==> src/rtl/product_accumulator.sv <==
// Sums groups of N_TERMS unsigned 16-bit products into one ACC_W-bit result with sticky overflow.
// Result is valid 1 cycle after the last product; input stalls (in_ready=0) while a result waits.
module product_accumulator #(
    parameter int N_TERMS = 4,
    parameter int ACC_W   = 20
) (
    input  logic             clk,
    input  logic             rst_n,
    input  logic             clear,
    input  logic             in_valid,
    output logic             in_ready,
    input  logic [15:0]      in_product,
    output logic             out_valid,
    input  logic             out_ready,
    output logic [ACC_W-1:0] out_sum,
    output logic             out_overflow,
    output logic [7:0]       term_count
);

    typedef enum logic {
        ST_ACC  = 1'b0,
        ST_DONE = 1'b1
    } state_t;

    localparam logic [7:0] LAST_IDX = 8'(N_TERMS - 1);

    state_t           state_q, state_d;
    logic [ACC_W-1:0] acc_q, acc_d;
    logic [ACC_W-1:0] sum_q, sum_d;
    logic [7:0]       cnt_q, cnt_d;
    logic             ovf_q, ovf_d;
    logic             out_ovf_q, out_ovf_d;

    logic             accept;
    logic             first_term;
    logic             last_term;
    logic [ACC_W:0]   add_full;
    logic             grp_ovf;

    // Handshake outputs decode only from the state register.
    assign in_ready     = (state_q == ST_ACC);
    assign out_valid    = (state_q == ST_DONE);
    assign out_sum      = sum_q;
    assign out_overflow = out_ovf_q;
    assign term_count   = cnt_q;

    assign accept     = in_valid && in_ready;
    assign first_term = (cnt_q == 8'd0);
    assign last_term  = (cnt_q == LAST_IDX);

    // The first term of a group ignores acc/ovf, so nothing leaks between groups.
    assign add_full = (first_term ? '0 : {1'b0, acc_q}) + (ACC_W + 1)'(in_product);
    assign grp_ovf  = (ovf_q && !first_term) || add_full[ACC_W];

    always_comb begin
        state_d   = state_q;
        acc_d     = acc_q;
        sum_d     = sum_q;
        cnt_d     = cnt_q;
        ovf_d     = ovf_q;
        out_ovf_d = out_ovf_q;

        if (clear) begin
            state_d = ST_ACC;
            acc_d   = '0;
            cnt_d   = 8'd0;
            ovf_d   = 1'b0;
        end else if (state_q == ST_ACC) begin
            if (accept) begin
                if (last_term) begin
                    sum_d     = add_full[ACC_W-1:0];
                    out_ovf_d = grp_ovf;
                    acc_d     = '0;
                    cnt_d     = 8'd0;
                    ovf_d     = 1'b0;
                    state_d   = ST_DONE;
                end else begin
                    acc_d = add_full[ACC_W-1:0];
                    ovf_d = grp_ovf;
                    cnt_d = cnt_q + 8'd1;
                end
            end
        end else begin
            if (out_ready) begin
                state_d = ST_ACC;
            end
        end
    end

    always_ff @(posedge clk or negedge rst_n) begin
        if (!rst_n) begin
            state_q   <= ST_ACC;
            acc_q     <= '0;
            sum_q     <= '0;
            cnt_q     <= 8'd0;
            ovf_q     <= 1'b0;
            out_ovf_q <= 1'b0;
        end else begin
            state_q   <= state_d;
            acc_q     <= acc_d;
            sum_q     <= sum_d;
            cnt_q     <= cnt_d;
            ovf_q     <= ovf_d;
            out_ovf_q <= out_ovf_d;
        end
    end

endmodule

==> config.mk <==
export PLATFORM = sky130hd
export DESIGN_NAME = product_accumulator
export DESIGN_NICKNAME = d
export VERILOG_FILES = /design/src/rtl/product_accumulator.sv
export SDC_FILE = /design/constraint.sdc
export NUM_CORES = 1
export LEC_CHECK = 0
export BUFFER_PORTS_ARGS = -buffer_cell sky130_fd_sc_hd__buf_2
export CORE_MARGIN = 5
export CORE_UTILIZATION = 31
export DETAILED_ROUTE_END_ITERATION = 12
export PLACE_DENSITY = 0.56
export SETUP_SLACK_MARGIN = 0.1
export SLEW_MARGIN = 10
export SYNTH_ARGS = -nofsm -noshare
export SYNTH_HDL_FRONTEND = slang
export SYNTH_SLANG_ARGS = --single-unit
==> constraint.sdc <==
create_clock -name clk -period 7.6 [get_ports clk]
set_input_delay 1.52 -clock clk [delete_from_list [all_inputs] [get_ports clk]]
set_output_delay 1.52 -clock clk [all_outputs]
set_load 0.02 [all_outputs]
==> impl_metrics.ini, run 1 <==
[outcome]
status = completed

[yosys]
avgSynthCellArea_um2 = 9.048
synth_cells = 367
synth_compound_area_share_pct = 23.02
yosys.area_share.simple_pct = 21.29
ys_types = 61
ys_ff_latch = 51
synth_nets = 407
synth_top_area_share_pct = 38.43
synthMuxAreaShare_pct = 2.977
synth_top_family_by_area = compound AO/OA/AOI/OAI gates
ys_seq_area_share_pct = 38.43
synth-async-reset-ratio_pct = 100.0
synth_ff_type = dfrtp_1
synth_edf_count = 0
yosys.area_share.adder_pct = 7.385
yosys.area.top_type = dfrtp_1
synth_area_leaders = dfrtp_1, ha_1, nand2_1, o21ai_0, and2_1
synth_area_mm2 = 0.003321
synth_xor_area_share_pct = 3.956
synth_warnings = 0

[pwr]
cellPowerDensity_mw_per_mm2 = 231.0
cellLeakagePower_nw = 1.784
netSwitchingFraction_pct = 39.57
p_comb_share_pct = 41.5
seqPwrFrac_pct = 41.3
power_w = 0.0008706
internal_power_w = 0.0005261
clkPwrFrac_pct = 17.2
p_switching_w = 0.0003445
irDropWorstVdd_v = 0.0001015

[routing]
ant_nets = 0
vias = 2793
drcViolationCount = 0
drt_iter0_drc = 105
vias_per_cell = 5.106
wl_per_cell_um = 15.44
routed_wl_mm = 8.444
drt-pass1-iter-count = 4

[floorplanning]
std_cell_rows = 37
core_mm2 = 0.01037
dieArea_mm2 = 0.01288
die_w_um = 113.5
start_util_pct = 32.02
io_pins = 52
die_y_um = 113.5

[timing]
setup_viol = 0
tns_ns = 0
clock_skew_ns = 0.007121
whs_ns = 0.4656
rsz0062_at_grt = no
hold_violations = 0
worst_pin_slew_ns = 0.7807
setup_ws_ns = 3.712
report.final.slew_viol_count = 0
fin_crit_ns = 3.888
maxSlewHeadroom_pct = 47.81
fmax_mhz = 257.2
finalCritPeriodShare_pct = 51.16

[clock_network]
cts_resized = 0
post-cts-setup-buffers = 0
ctsHoldBuffers = 0
clock_latency_ns = 0.30
cts_buffers = 5
cts_tree = done
root_buffer = clkbuf_8
cts_sinks = 51
clk_pin_slew_ns = 0.09
ctsHtreeMaxLevel = 2
clk_path_buf_depth = 2

[final_layout]
final_cell_mix = nand2_1, dfrtp_1, buf_2
nets = 452
final_common_cell = nand2_1
drive_above_1_share_pct = 20.19
diodes = 0
syn_to_final_growth_pct = 13.49
final_area_mm2 = 0.003769

[setup_path]
end_kind = flip-flop
required_ns = 7.76
worstSetupPathType = reg -> reg
r2r_cells = 10
cp_data_arrival_time_ns = 4.05
critPathLaunchType = flip-flop
crit_fanout = 22

[grt]
grt_overflow_total = 0
grt_pass1_wl_mm = 14.23
grtUsageTotal_pct = 13.57
antenna_found_initial = 0
grt_pass1_vias = 2760
grt_max_degree = 52

[placement]
numPortBuffers = 51
place_congestion = 0.8582
place_ws_ns = 3.706
place_area_mm2 = 0.003696
dp_hpwl_mm = 6.321

[worst_hold_path]
hp-class = reg -> reg
whs_path_depth = 2

[job]
maxCapViolCount = 0
## Yosys cell counts, types with 2 or more instances
cell type,n
nor3_1,5
o211ai_1,3
o21ai_0,34
and3_1,7
a31oi_1,2
a211oi_2,3
xor2_1,6
nand3b_1,2
clkbuf_1,10
mux2i_1,2
nand2b_1,3
o2bb2ai_1,2
and2_1,17
mux2_2,7
a21o_1,6
a211oi_1,4
xnor2_1,9
nand3_1,13
o31ai_1,11
ha_1,18
inv_1,6
dfrtp_1,51
o21a_1,6
buf_2,3
o21ai_1,5
a22o_1,6
nand4_1,4
nor2_1,19
a21oi_1,14
nand2_1,58
## path summary, 6_finish.rpt
check,from,to,slack [ns]
setup / recovery,term_count[4],out_sum[15],3.71
hold / removal,acc_q[3],acc_q[3],0.47
setup reg to reg,term_count[4],out_sum[15],3.71
hold reg to reg,acc_q[3],acc_q[3],0.47
max in group asynchronous,rst_n,term_count[6],5.82
min in group asynchronous,rst_n,out_sum[16],1.33
## metrics by stage
step	utilization, %	cells
2_1_floorplan	-	367
3_3_place_gp	35.64	541
3_5_place_dp	35.64	541
4_1_cts	36.34	547
5_1_grt	36.34	547
6_report	36.34	547
## cell families after synthesis
group,count (synthesis)
compound gates,111
simple gates,140
buf+inv,22
xor+xnor,15
flops,51
mux,9
fa+ha+maj,19
## flip-flops by register name, indices dropped and copies added (netlist names)
register / cells
ovf_q: 1
term_count: 8
out_overflow: 1
acc_q: 20
out_sum: 20
out_valid: 1
## worst max-delay path, stage by stage (launching register included)
cell and delay, ns:
dfrtp_1 0.46, nor4_4 0.47, nand3_1 0.65, and2_1 0.42
ha_1 0.37, o21ai_0 0.30, o21bai_2 0.18, o2bb2ai_1 0.16
a311o_1 0.34, xnor2_1 0.29, o21ai_1 0.09
## metal layers
metal,vias up,routed length [um],global-route usage [%]
met4,0,72,3.205
met3,5,156,1.963
met5,-,0,0
met2,34,4157,22.61
met1,1341,4058,18.58
li1,1413,-,-
## power by group through the flow
stage	logic [W]	registers (W)	clock network, W
floorplan	0.000214	0.000407	0
global placement	0.000362	0.000364	0
detailed placement	0.000366	0.000366	0
CTS	0.000367	0.000361	0.000156
global route	0.000404	0.000368	0.000167
finish	0.000362	0.000359	0.000150
## area by class of cell
| type | count | area [um2] |
|---|---|---|
| sequential | 51 | 1276 |
| clock buffer | 6 | 72.57 |
| tap | 136 | 170.2 |
| timing repair buffer | 54 | 277.8 |
| multi-input combinational | 294 | 1949 |
| fill | 1112 | 6601 |
| inverter | 6 | 22.52 |
(Power assumes the default switching activity.)
==> run 2, diff against run 1 <==
==> constraint.sdc (replaced) <==
create_clock -name clk -period 3.7 [get_ports clk]
set_input_delay 0.74 -clock clk [delete_from_list [all_inputs] [get_ports clk]]
set_output_delay 0.74 -clock clk [all_outputs]
set_load 0.02 [all_outputs]
==> impl_metrics.ini, run 2 (synthesized netlist as in run 1, its figures left out) <==
[outcome]
status = completed

[floorplanning]
die_w_um = 113.5
io_pins = 52
die_y_um = 113.5
start_util_pct = 32.02
core_mm2 = 0.01037
dieArea_mm2 = 0.01288
std_cell_rows = 37

[timing]
clock_skew_ns = 0.01178
whs_ns = 0.4632
finalCritPeriodShare_pct = 88.32
fin_crit_ns = 3.268
fmax_mhz = 306.0
rsz0062_at_grt = no
maxSlewHeadroom_pct = 33.88
hold_violations = 0
report.final.slew_viol_count = 0
worst_pin_slew_ns = 0.9907
setup_viol = 0
tns_ns = 0

[pwr]
cellPowerDensity_mw_per_mm2 = 494.9
irDropWorstVdd_v = 0.0001975
p_switching_w = 0.0007262
netSwitchingFraction_pct = 38.13
cellLeakagePower_nw = 1.830
clkPwrFrac_pct = 21.7
seqPwrFrac_pct = 39.0
internal_power_w = 0.001178
p_comb_share_pct = 39.3

[final_layout]
final_cell_mix = nand2_1, dfrtp_1, buf_2
fin_util_pct = 37.11
drive_above_1_share_pct = 21.82
syn_to_final_growth_pct = 15.90
nets = 456
diodes = 0
final_common_cell = nand2_1

[setup_path]
cp_cell_sequence = nor4_4 -> nand3_2 -> and2_1 -> ha_1 -> a21oi_1 -> o21ai_0 -> a211oi_2 -> a21boi_2 -> o21ai_1 -> a22o_1
cp_slowest_stage_delay_ns = 0.47
cp_num_buf_inv = 0
cp_data_arrival_time_ns = 3.48
critPathLaunchType = flip-flop
crit_fanout = 17
slowest_stage = o21ai_0
required_ns = 3.91
worstSetupPathType = reg -> reg
end_kind = flip-flop
crit_family = compound AO/OA/AOI/OAI gates

[grt]
grt_pass1_vias = 2880
grtUsageTotal_pct = 13.88
antenna_found_initial = 0
grt_pass1_wl_mm = 14.55
grt_overflow_total = 0
grt_max_degree = 36

[clock_network]
clk_pin_slew_ns = 0.10
ctsHtreeMaxLevel = 2
post-cts-setup-buffers = 0
ctsHoldBuffers = 0
cts_sinks = 51
root_buffer = clkbuf_8
clk_path_buf_depth = 2
cts_buffers = 5
cts_tree = done
clock_latency_ns = 0.32

[job]
maxCapViolCount = 0

[routing]
drt_iter0_drc = 90
wl_per_cell_um = 15.67
vias_per_cell = 5.128
ant_nets = 0
drcViolationCount = 0
vias = 2836
routed_wl_mm = 8.663
drt-pass1-iter-count = 6

[placement]
dp_hpwl_mm = 6.486
numPortBuffers = 51
place_congestion = 0.8779

[worst_hold_path]
hp-class = reg -> reg
[run 2: cell types whose count changed in the layout (fill, tap and decap cells not counted), sizes merged]
cell	before	now
buf	54	58
bufinv	0	1
clkinv	0	1
[run 2: timing repair]
item,4_1_cts,5_1_grt
resized for setup,0,1
hold endpoints to repair,0,0
endpoints found under the setup margin,0,21
[run 2: power groups by stage]
stage / Sequential, W / Clock, W / Combinational, W
after global routing: 0.000764 / 0.000448 / 0.000832
after global placement: 0.000752 / 0 / 0.000746
after CTS: 0.000746 / 0.000431 / 0.000757
after detailed placement: 0.000756 / 0 / 0.000753
after floorplan: 0.000835 / 0 / 0.000439
final: 0.000743 / 0.000413 / 0.000749
[run 2: area by class of cell]
cell class / instances / area (um2)
Timing Repair Buffer: 58 / 307.8
Fill cell: 1098 / 6521
Sequential cell: 51 / 1276
Multi-Input combinational cell: 294 / 1954
Clock buffer: 6 / 82.58
Inverter: 6 / 22.52
Tap cell: 136 / 170.2
Clock inverter: 2 / 35.03
[run 2: worst reg2reg max path, stage by stage (launching register included)]
cell and delay [ns]:
dfrtp_1 0.46, nor4_4 0.33, nand3_2 0.35, and2_1 0.30
ha_1 0.43, a21oi_1 0.13, o21ai_0 0.48, a211oi_2 0.13
a21boi_2 0.23, o21ai_1 0.08, a22o_1 0.25
[run 2: through the flow]
| step | worst slack [ns] | std cells | total power [W] | area, um2 |
|---|---|---|---|---|
| 2_1_floorplan | 0.3945 | 367 | 0.001274 | 3321 |
| 3_3_place_gp | 0.2769 | 545 | 0.001499 | 3726 |
| 3_5_place_dp | 0.1992 | 545 | 0.001509 | 3726 |
| 4_1_cts | 0.1562 | 553 | 0.001934 | 3844 |
| 5_1_grt | 0.1128 | 553 | 0.002044 | 3849 |
| 6_report | 0.4322 | 553 | 0.001905 | 3849 |
[run 2: path summary, 6_finish.rpt]
path	to	from	slack (ns)	cells after the start
max in group asynchronous	acc_q[5]	rst_n	2.51	2
min	acc_q[3]	acc_q[3]	0.46	2
max	acc_q[18]	term_count[4]	0.43	10
max reg2reg	acc_q[18]	term_count[4]	0.43	10
min in group asynchronous	out_sum[11]	rst_n	0.51	1
min reg2reg	acc_q[3]	acc_q[3]	0.46	2
[run 2: layer usage]
layer | global-route usage [%] | wire length, um | up-vias
met5 | 0 | 0 | -
met4 | 4.087 | 110 | 0
met3 | 1.857 | 159 | 6
met2 | 23.64 | 4192 | 43
met1 | 18.34 | 4200 | 1363
li1 | - | - | 1424
==> run 3, diff against run 2 <==
--- a/config.mk
+++ b/config.mk
@@ -9,7 +9,7 @@
 export CORE_MARGIN = 5
 export CORE_UTILIZATION = 31
 export DETAILED_ROUTE_END_ITERATION = 12
-export PLACE_DENSITY = 0.56
+export PLACE_DENSITY = 0.6
 export SETUP_SLACK_MARGIN = 0.1
 export SLEW_MARGIN = 10
 export SYNTH_ARGS = -nofsm -noshare
==> impl_metrics.ini, run 3 (synthesized netlist as in run 1, its figures left out) <==
[outcome]
status = completed

[clock_network]
cts_buffers = 5
post-cts-setup-buffers = 0
clock_latency_ns = 0.30
cts_resized = 0
cts_sinks = 51
ctsHoldBuffers = 0
clk_path_buf_depth = 2
clk_pin_slew_ns = 0.10
ctsHtreeMaxLevel = 2
root_buffer = clkbuf_8
cts_tree = done

[final_layout]
multi_input_area_mm2 = 0.001949
final_cell_mix = nand2_1, dfrtp_1, buf_2
drive_above_1_share_pct = 21.58
register_area_mm2 = 0.001276
final_area_mm2 = 0.003830
nets = 456
diodes = 0
syn_to_final_growth_pct = 15.34
fillers = 1058
final_common_cell = nand2_1

[routing]
wl_per_cell_um = 15.59
drt_iter0_drc = 126
routed_wl_mm = 8.622
drcViolationCount = 0
vias_per_cell = 5.260
vias = 2909
ant_nets = 0
drt-pass1-iter-count = 4

[placement]
dp_hpwl_mm = 6.624
place_area_mm2 = 0.003726
place_congestion = 0.9024
numPortBuffers = 51

[job]
maxCapViolCount = 0

[floorplanning]
dieArea_mm2 = 0.01288
die_w_um = 113.5
io_pins = 52
start_util_pct = 32.02
core_mm2 = 0.01037
die_y_um = 113.5
std_cell_rows = 37

[timing]
tns_ns = 0
maxSlewHeadroom_pct = 49.06
clock_skew_ns = 0.007259
setup_viol = 0
finalCritPeriodShare_pct = 89.24
worst_pin_slew_ns = 0.7641
hold_violations = 0
fin_crit_ns = 3.302
report.final.slew_viol_count = 0
rsz0062_at_grt = no
fmax_mhz = 302.9

[setup_path]
crit_fanout = 11
cp_cell_sequence = nor4_4 -> nand3_1 -> buf_4 -> and2_1 -> ha_1 -> inv_1 -> fa_1 -> nor2b_4 -> o31a_4 -> o2111ai_1 -> a21boi_2 -> a41oi_1 -> a21oi_1
end_kind = flip-flop
cp_data_arrival_time_ns = 3.47
slowest_stage = dfrtp_1
worstSetupPathType = reg -> reg
critPathLaunchType = flip-flop
required_ns = 3.87
cp_slowest_stage_delay_ns = 0.47

[grt]
antenna_found_initial = 0
grt_overflow_total = 0
grt_pass1_vias = 2827
grt_pass1_wl_mm = 14.59
grt_max_degree = 35
grtUsageTotal_pct = 13.75

[pwr]
irDropWorstVdd_v = 0.0002182
cellPowerDensity_mw_per_mm2 = 483.8
cellLeakagePower_nw = 1.815

[worst_hold_path]
hp-class = reg -> reg
[run 3: critical path: cells and delay by family (launching register included)]
family	cells	cell delay (ns)
AO/OA/AOI/OAI	5	1.10
buffers and inverters	2	0.34
flip-flops	1	0.47
adder cells (fa/ha/maj)	2	0.45
AND/OR/NAND/NOR	4	0.81
[run 3: stage by stage]
stage	setup slack (ns)	power [W]	hold slack [ns]	instances	utilization, %
2_1_floorplan	0.3945	0.001274	0.4304	367	-
3_3_place_gp	0.4715	0.001500	0.4464	545	35.93
3_5_place_dp	0.3967	0.001511	0.4490	545	35.93
4_1_cts	0.3929	0.001877	0.4718	553	36.93
5_1_grt	0.1313	0.001984	0.4904	553	36.93
6_report	0.3983	0.001853	0.4659	553	36.93
[run 3: final timing paths]
check	depth (start not counted)	startpoint	slack [ns]	endpoint
max in group asynchronous	2	rst_n	2.49	out_sum[9]
worst min register to register	2	acc_q[0]	0.47	acc_q[0]
min in group asynchronous	1	rst_n	0.49	acc_q[2]
worst max-delay path	13	term_count[4]	0.40	ovf_q
worst min-delay path	2	acc_q[0]	0.47	acc_q[0]
worst max register to register	13	term_count[4]	0.40	ovf_q
[run 3: layer usage]
| metal | routed length (um) | global-route usage, % | up-vias |
|---|---|---|---|
| li1 | - | - | 1422 |
| met1 | 3957 | 18.59 | 1393 |
| met2 | 4068 | 22.03 | 77 |
| met3 | 427 | 2.865 | 17 |
| met4 | 169 | 4.327 | 0 |
| met5 | 0 | 0 | - |
[run 3: area by class of cell]
type,count,area share (%)
sequential,51,33.32
tap,136,4.443
multi-input combinational,294,50.90
clock inverter,1,0.1960
clock buffer,7,2.516
timing repair buffer,58,8.037
inverter,6,0.5880
[run 3: power breakdown]
group / switching [W] / total [W] / internal (W)
clock: 0.000188 / 0.000358 / 0.000171
sequential: 0.0000643 / 0.000738 / 0.000674
combinational: 0.000468 / 0.000756 / 0.000288
total: 0.000720 / 0.00185 / 0.00113
